### config.mk
export PLATFORM = sky130hd
export DESIGN_NAME = rect_batch_receiver
export DESIGN_NICKNAME = d
export VERILOG_FILES = /design/src/rtl/rect_batch_receiver.sv
export SDC_FILE = /design/constraint.sdc
export NUM_CORES = 1
export LEC_CHECK = 0
export BUFFER_PORTS_ARGS = -buffer_cell sky130_fd_sc_hd__buf_2
export CORE_AREA = 3 3 228 230
export DETAILED_ROUTE_END_ITERATION = 6
export DIE_AREA = 0 0 231 233
export GPL_TIMING_DRIVEN = 1
export PLACE_DENSITY_LB_ADDON = 0.12
export SKIP_LAST_GASP = 1
export SYNTH_ARGS = -nofsm -noshare
export SYNTH_HDL_FRONTEND = slang
export SYNTH_SLANG_ARGS = --single-unit
### constraint.sdc
create_clock -name clk -period 2.5 [get_ports clk]
set_input_delay 0.25 -clock clk [delete_from_list [all_inputs] [get_ports clk]]
set_output_delay 0.25 -clock clk [all_outputs]
set_load 0.05 [all_outputs]
### src/rtl/rect_batch_receiver.sv
`timescale 1ns/1ps
// Purpose: store a streamed rect frame (X0,X1,Y0,Y1,COLOR fields) in two ping-pong batch banks.
// Latency: a batch is presented the cycle after its last word is stored; rd_data lags rd_addr by 1 cycle.
// Backpressure: none upstream; a word arriving while the fill bank is still full is dropped and flagged.
module rect_batch_receiver #(
    parameter int DATA_WIDTH      = 16,
    parameter int RECTS_PER_BATCH = 16,
    parameter int BATCHES         = 4,
    parameter int FIELDS          = 5
) (
    input  logic                  clk,
    input  logic                  reset,
    input  logic                  copy_start,
    input  logic                  din_valid,
    input  logic [DATA_WIDTH-1:0] din,
    input  logic [3:0]            rd_addr,
    output logic [DATA_WIDTH-1:0] rd_data,
    output logic                  batch_valid,
    output logic [2:0]            batch_field,
    output logic [1:0]            batch_index,
    input  logic                  batch_done,
    output logic                  frame_done,
    output logic                  overflow
);

    localparam int             WW         = (RECTS_PER_BATCH > 1) ? $clog2(RECTS_PER_BATCH) : 1;
    localparam logic [WW-1:0]  LAST_WORD  = WW'(RECTS_PER_BATCH - 1);
    localparam logic [1:0]     LAST_BATCH = 2'(BATCHES - 1);
    localparam logic [2:0]     LAST_FIELD = 3'(FIELDS - 1);

    typedef enum logic {IDLE, FILL} state_t;

    state_t                state;
    state_t                state_next;

    logic [DATA_WIDTH-1:0] bank_mem [2][RECTS_PER_BATCH];
    logic [1:0]            bank_full;
    logic [2:0]            bank_field [2];
    logic [1:0]            bank_batch [2];

    logic                  fill_ptr;
    logic                  rd_ptr;
    logic [WW-1:0]         word_cnt;
    logic [1:0]            batch_cnt;
    logic [2:0]            field_cnt;
    logic [WW-1:0]         rd_idx;

    logic                  wr_en;
    logic                  batch_end;
    logic                  frame_end;
    logic                  rd_release;
    logic                  drop;

    // A word is only stored while filling and only into a bank the consumer has released.
    assign wr_en      = (state == FILL) && din_valid && !bank_full[fill_ptr];
    assign drop       = (state == FILL) && din_valid &&  bank_full[fill_ptr];
    assign batch_end  = wr_en && (word_cnt == LAST_WORD);
    assign frame_end  = batch_end && (batch_cnt == LAST_BATCH) && (field_cnt == LAST_FIELD);
    assign rd_release = batch_done && bank_full[rd_ptr];
    assign rd_idx     = WW'(rd_addr);

    assign batch_valid = bank_full[rd_ptr];
    assign batch_field = bank_field[rd_ptr];
    assign batch_index = bank_batch[rd_ptr];

    // Fill FSM state register.
    always_ff @(posedge clk) begin
        if (reset) state <= IDLE;
        else       state <= state_next;
    end

    // Fill FSM next state: start on copy_start, stop after the last word of the frame.
    always_comb begin
        state_next = state;
        case (state)
            IDLE:    if (copy_start) state_next = FILL;
            FILL:    if (frame_end)  state_next = IDLE;
            default: state_next = IDLE;
        endcase
    end

    // Word / batch / field counters and the fill pointer; the pointer survives copy_start.
    always_ff @(posedge clk) begin
        if (reset) begin
            word_cnt  <= '0;
            batch_cnt <= '0;
            field_cnt <= '0;
            fill_ptr  <= 1'b0;
        end else if (state == IDLE && copy_start) begin
            word_cnt  <= '0;
            batch_cnt <= '0;
            field_cnt <= '0;
        end else if (wr_en) begin
            if (batch_end) begin
                word_cnt <= '0;
                fill_ptr <= ~fill_ptr;
                if (batch_cnt == LAST_BATCH) begin
                    batch_cnt <= '0;
                    field_cnt <= (field_cnt == LAST_FIELD) ? 3'd0 : field_cnt + 3'd1;
                end else begin
                    batch_cnt <= batch_cnt + 2'd1;
                end
            end else begin
                word_cnt <= word_cnt + 1'b1;
            end
        end
    end

    // Bank flags and tags; completion and release always target different banks.
    always_ff @(posedge clk) begin
        if (reset) begin
            bank_full     <= 2'b00;
            bank_field[0] <= 3'd0;
            bank_field[1] <= 3'd0;
            bank_batch[0] <= 2'd0;
            bank_batch[1] <= 2'd0;
            rd_ptr        <= 1'b0;
        end else begin
            if (batch_end) begin
                bank_full[fill_ptr]  <= 1'b1;
                bank_field[fill_ptr] <= field_cnt;
                bank_batch[fill_ptr] <= batch_cnt;
            end
            if (rd_release) begin
                bank_full[rd_ptr] <= 1'b0;
                rd_ptr            <= ~rd_ptr;
            end
        end
    end

    // Bank storage; contents are qualified by the full flags so they need no reset.
    always_ff @(posedge clk) begin
        if (wr_en) bank_mem[fill_ptr][word_cnt] <= din;
    end

    // Registered read port, frame completion pulse and sticky drop flag.
    always_ff @(posedge clk) begin
        if (reset) begin
            rd_data    <= '0;
            frame_done <= 1'b0;
            overflow   <= 1'b0;
        end else begin
            rd_data    <= bank_mem[rd_ptr][rd_idx];
            frame_done <= frame_end;
            if (drop) overflow <= 1'b1;
        end
    end

endmodule

# Yosys cells after proc, flatten, opt, wreduce, memory -nomap -nowiden
# Memories as Yosys holds them, arrays and structs flattened. A register that Yosys moved wholly into a read port is not among the register bits.
# Index checks and enable logic that the tools add are counted.
[word_totals] reg_bits=32 mem_bits_rw=522 in_bits=25 out_inout_bits=24 word_cells=94 mem_count=3
[mem_list] memory="bank_mem" depth=2 word_bits=256 read_ports=1 rd_clocked_by_memory_dff=1 wr=1 line_no="36" source="logic [DATA_WIDTH-1:0] bank_mem [2][RECTS_PER_BATCH];"
[mem_list] memory="bank_field" depth=2 word_bits=3 read_ports=1 rd_clocked_by_memory_dff=1 wr=2 line_no="38" source="logic [2:0] bank_field [2];"
[mem_list] memory="bank_batch" depth=2 word_bits=2 read_ports=1 rd_clocked_by_memory_dff=1 wr=2 line_no="39" source="logic [1:0] bank_batch [2];"
[op_classes] addsub=3 n_lt_le_gt_ge=7 n_eq_ne=3 muxes=41 bitwise_logic=9 n_reduce_logical=18
[op_table] op="two-way mux 256 bit" n=1
[op_table] op="binary-select mux 16 bit (select 4 bit)" n=1
[op_table] op="demux 16 bit (select 4 bit)" n=1
[op_table] op="two-way mux 16 bit" n=3
[op_table] op="two-way mux 1 bit" n=24
[op_table] op="logical AND 1 bit" n=11
[op_table] op="greater-or-equal comparator 5 bit, second input constant" n=2
[op_table] op="two-way mux 2 bit" n=5
[op_table] op="NOT 4 -> 5 bit" n=2
[op_table] op="two-way mux 3 bit" n=2
[op_table] op="AND reduction 3 bit" n=2
[op_table] op="< comparator 5 x 1 -> 1 bit, second input constant" n=1
[op_table] op="adder 4 x 1 -> 4 bit, second input constant" n=1
[op_table] op="== test 4 bit, second input constant" n=1
[op_table] op="< comparator 1 x 2 -> 1 bit, second input constant" n=2
[op_table] op="two-way mux 4 bit" n=1
[op_table] op="NOT 1 bit" n=4
[op_table] op="OR reduction 2 bit" n=2
[op_table] op="adder 3 x 1 -> 3 bit, second input constant" n=1
[op_table] op="== test 3 bit, second input constant" n=1
[op_table] op="OR reduction 3 bit" n=1
[op_table] op="adder 2 x 1 -> 2 bit, second input constant" n=1
[op_table] op="AND 2 bit" n=1
[op_table] op="demux 1 bit (select 1 bit)" n=2
[op_table] op="other kinds (7)" n=8

# Depth between registers and ports, before layout
[depth] ltp_word=10 depth_mapped=7 ltp_nobuf=5

# Worst setup path before layout
# OpenSTA, ideal clock, no wires.
[synth_timing] path_type="flip-flop to flip-flop" start="reg fill_ptr" end="mem bank_mem[1][80] (netlist bit) (enable)" setup_time_ns=0.388 t_arrival_ns=1.935 required_time_ns=2.112 slack_ns=0.176 path_stages_with_launch=5 n_path_buf=0 period_less_slack_ns=2.324 path_cell_list="dfxtp_1 mux2_2 nor2_1 nand2_1 nor2_1"
[synth_via] elab_chain_cells=6
[synth_lines] element="start: declaration" line_no="41" source="logic fill_ptr;"
[synth_lines] element="start signal: assignment" line_no="96" source="fill_ptr <= ~fill_ptr;"
[synth_lines] element="two-way mux 1 bit (not written as such) (2 in series)" line_no="55" source="assign wr_en = (state == FILL) && din_valid && !bank_full[fill_ptr];"
[synth_lines] element="logical NOT 1 bit" line_no="55"
[synth_lines] element="logical AND 1 bit" line_no="55"
[synth_lines] element="two-way mux 1 bit" line_no="133" source="if (wr_en) bank_mem[fill_ptr][word_cnt] <= din;"
[synth_lines] element="two-way mux 256 bit (not written as such)" line_no="133"
[synth_lines] element="end: declaration" line_no="36"
# Several ways; a longest one is shown, not always the timed one. The select of a mux whose other input is x is not followed.

# Worst setup path in the final report
[layout_timing] start="reg fill_ptr" end="mem bank_mem[0][200] (netlist bit) (enable)"
# The elaborated chain is that of the path after synthesis.

==> metrics.txt <==
Commonest cells post-synth=522 x edfxtp_1, 98 x mux4_2, 64 x mux2i_1, 42 x nor2_1, 33 x dfxtp_1; CP arrival=roughly 2600 ps; Layout Cells excl Fill=between 1500 and 2000; syn_area_per_cell=21.0 um2; vias in the first global route=10800; Post-synth ARST share=0%; Synth Register Bits=roughly 560; Crit path required time=2790 ps; r2r setup slk=220 ps; synthesized cell area=21400 um2; Min Hold Slack=between 100 and 150 ps; Overall Global Routing Usage=19.2%; Core Region=around 50000 um2; Clock transition at path regs=around 60 ps; share of the synthesized area in the top cell type=73.1%; Core Rows=between 80 and 90; Final Net Count=1188; Cell Pwr Density=771 nW/um2; starting density of the core=42.8%; Main synth FF type=edfxtp_1; syn_nets=1052; DRC Markers=0; skew final=around 20 ps; Port Buffer Count=48; share of cells above drive strength 1=28.0%; CP Capture Type=register; 1st-iter DRT viols=878; most common cell in the netlist=edfxtp_1; leakage power=around 8 nW; DR WL/cell=between 20 and 30 um; IO Count=49; setup TNS=0 ps; Reg2Reg Launch Point=fill_ptr; detailed-route via count=10300; area delta synth->final=16.1%; Die Area=53800 um2; Post-Synthesis Cells=1020; Distinct cells, synth=46; CTS tree=yes; hold crit path type=input port to register; global-route wire length before repair=74400 um; worst-path maximum fanout=13; Clock Tree Buf Depth=3; number of synthesized flops with an enable pin=522; worst skew pair latency=610 ps; grt ovf=0; largest cells by area after synthesis=edfxtp_1 73%, mux4_2 10%, dfxtp_1 3.1%; crit path launch=fill_ptr; Max Clk Rate=438 MHz; Rel. slew slack=17.4%; DIE WIDTH=231 um; largest area contributor in the netlist=edfxtp_1; RSZ-0062 raised after global routing=false; fin crit share=91.3%; r2r endpoint=bank_mem[0][200]; status=completed; Synth warnings=0; worst reg2reg path depth=5; CTS buffer count=56; Final min period=around 2300 ps; max-cap violations=0; sequential share of the synthesized area=between 70% and 80%; max-slew violations=0; drt pass-1 iters=5; vias per inst=5.51; Critical Path End=bank_mem[0][200]; initial antenna violation count=1; dpl cells=1768; Slew @ Worst Pin=1230 ps; # setup viols final=0; Root Driver=clkbuf_16; Vert. Die Dim=233 um; final setup margin=approximately 220 ps; largest net degree at the start of global routing=42; VDD IR max=approximately 0.0005 V; Hold Vio Cnt, Final=0; Sink Count=around 560; CP Launch Type=register; crit path kind=register to register; worst slack at placement=~190 ps; setup bufs post-CTS=0; DRT antenna net count=0; CTS HTree Levels=2; DP Wirelength=30500 um; GP Congestion=0.818; Final Routed Wirelength=50600 um
==> where the power goes <==
part           switching (mW)  internal [mW]  total [mW]
Combinational           0.580          0.299       0.879
Clock                    3.44           4.64        8.09
Sequential             0.0152           10.2        10.2
==> cell usage in the layout (no fill, tap or decap), types with 21 or more instances in the layout <==
cell type	n
buf_2	46
buf_12	25
mux4_2	98
buf_4	59
clkbuf_16	60
mux2i_1	64
nor2_1	27
nand2_1	21
clkbuf_1	21
dfxtp_1	32
edfxtp_1	522
==> state kept, by name (all words and copies together) (netlist names), named ones only <==
register	count
rd_ptr	1
bank_mem	512
overflow	1
bank_batch	4
batch_cnt	2
word_cnt	4
fill_ptr	1
field_cnt	3
bank_field	6
rd_data	16
bank_full	2
frame_done	1
state	1
==> worst min path at each step <==
| stage | startpoint | endpoint | slack (ps) | cells past startpoint |
|---|---|---|---|---|
| 6_report | din_valid | word_cnt[0] | 110 | 4 |
| 5_1_grt | rd_addr[3] | rd_data[8] | 150 | 3 |
| 4_1_cts | din_valid | word_cnt[0] | 70 | 4 |
| 3_5_place_dp | field_cnt[0] | field_cnt[0] | 490 | 2 |
| 3_3_place_gp | field_cnt[1] | field_cnt[1] | 480 | 2 |
| 2_1_floorplan | din[0] | bank_mem[0][0] | 350 | 0 |
==> critical path, cell delays in order (launching register included) <==
cell and delay [ps]:
dfxtp_1 370, buf_4 170, mux2i_2 400, nand3_1 470, nor2_1 290, buf_4 270
==> logic make-up after synthesis <==
family | after synthesis | share of synthesized area (%)
adders and majority gates | 7 | 0.409
AOI/OAI and AO/OA | 98 | 3.29
muxes | 183 | 15.4
xor gates and xnor gates | 2 | 0.0817
and+or+nand+nor | 109 | 2.49
DFF | 555 | 76.2
buffers and inverters | 66 | 2.13
==> final cells by class <==
type | count | area (um2)
antenna | 1 | 2.50
clock buffer | 86 | 1650
clock inverter | 20 | 131
fill | 4107 | 25200
inverter | 10 | 37.5
multi-input combinational | 399 | 4680
sequential | 555 | 16300
tap | 672 | 841
timing repair buffer | 134 | 1220
==> routing by layer <==
metal | global-route usage (%) | vias up | routed length, um
met5 | 0 | - | 13
met1 | 26.8 | 5463 | 22200
met3 | 2.72 | 69 | 2390
li1 | - | 4534 | -
met2 | 32.0 | 270 | 25000
met4 | 5.25 | 2 | 1070
==> metrics by stage <==
stage / power (mW) / cell area [um2] / util, %
finish: 19.2 / 24900 / 49.7
global route: 19.8 / 24900 / 49.7
CTS: 19.4 / 24900 / 49.7
detailed placement: 11.3 / 23100 / 46.1
global placement: 11.3 / 23100 / 46.1
floorplan: 10.9 / 21400 / -
==> repair_timing <==
| item | CTS | global route |
|---|---|---|
| resized for setup | 0 | 0 |
| hold buffers | 2 | 0 |
| endpoints found under the hold margin | 3 | 0 |
Note: power is estimated with default switching activity, not from simulation.
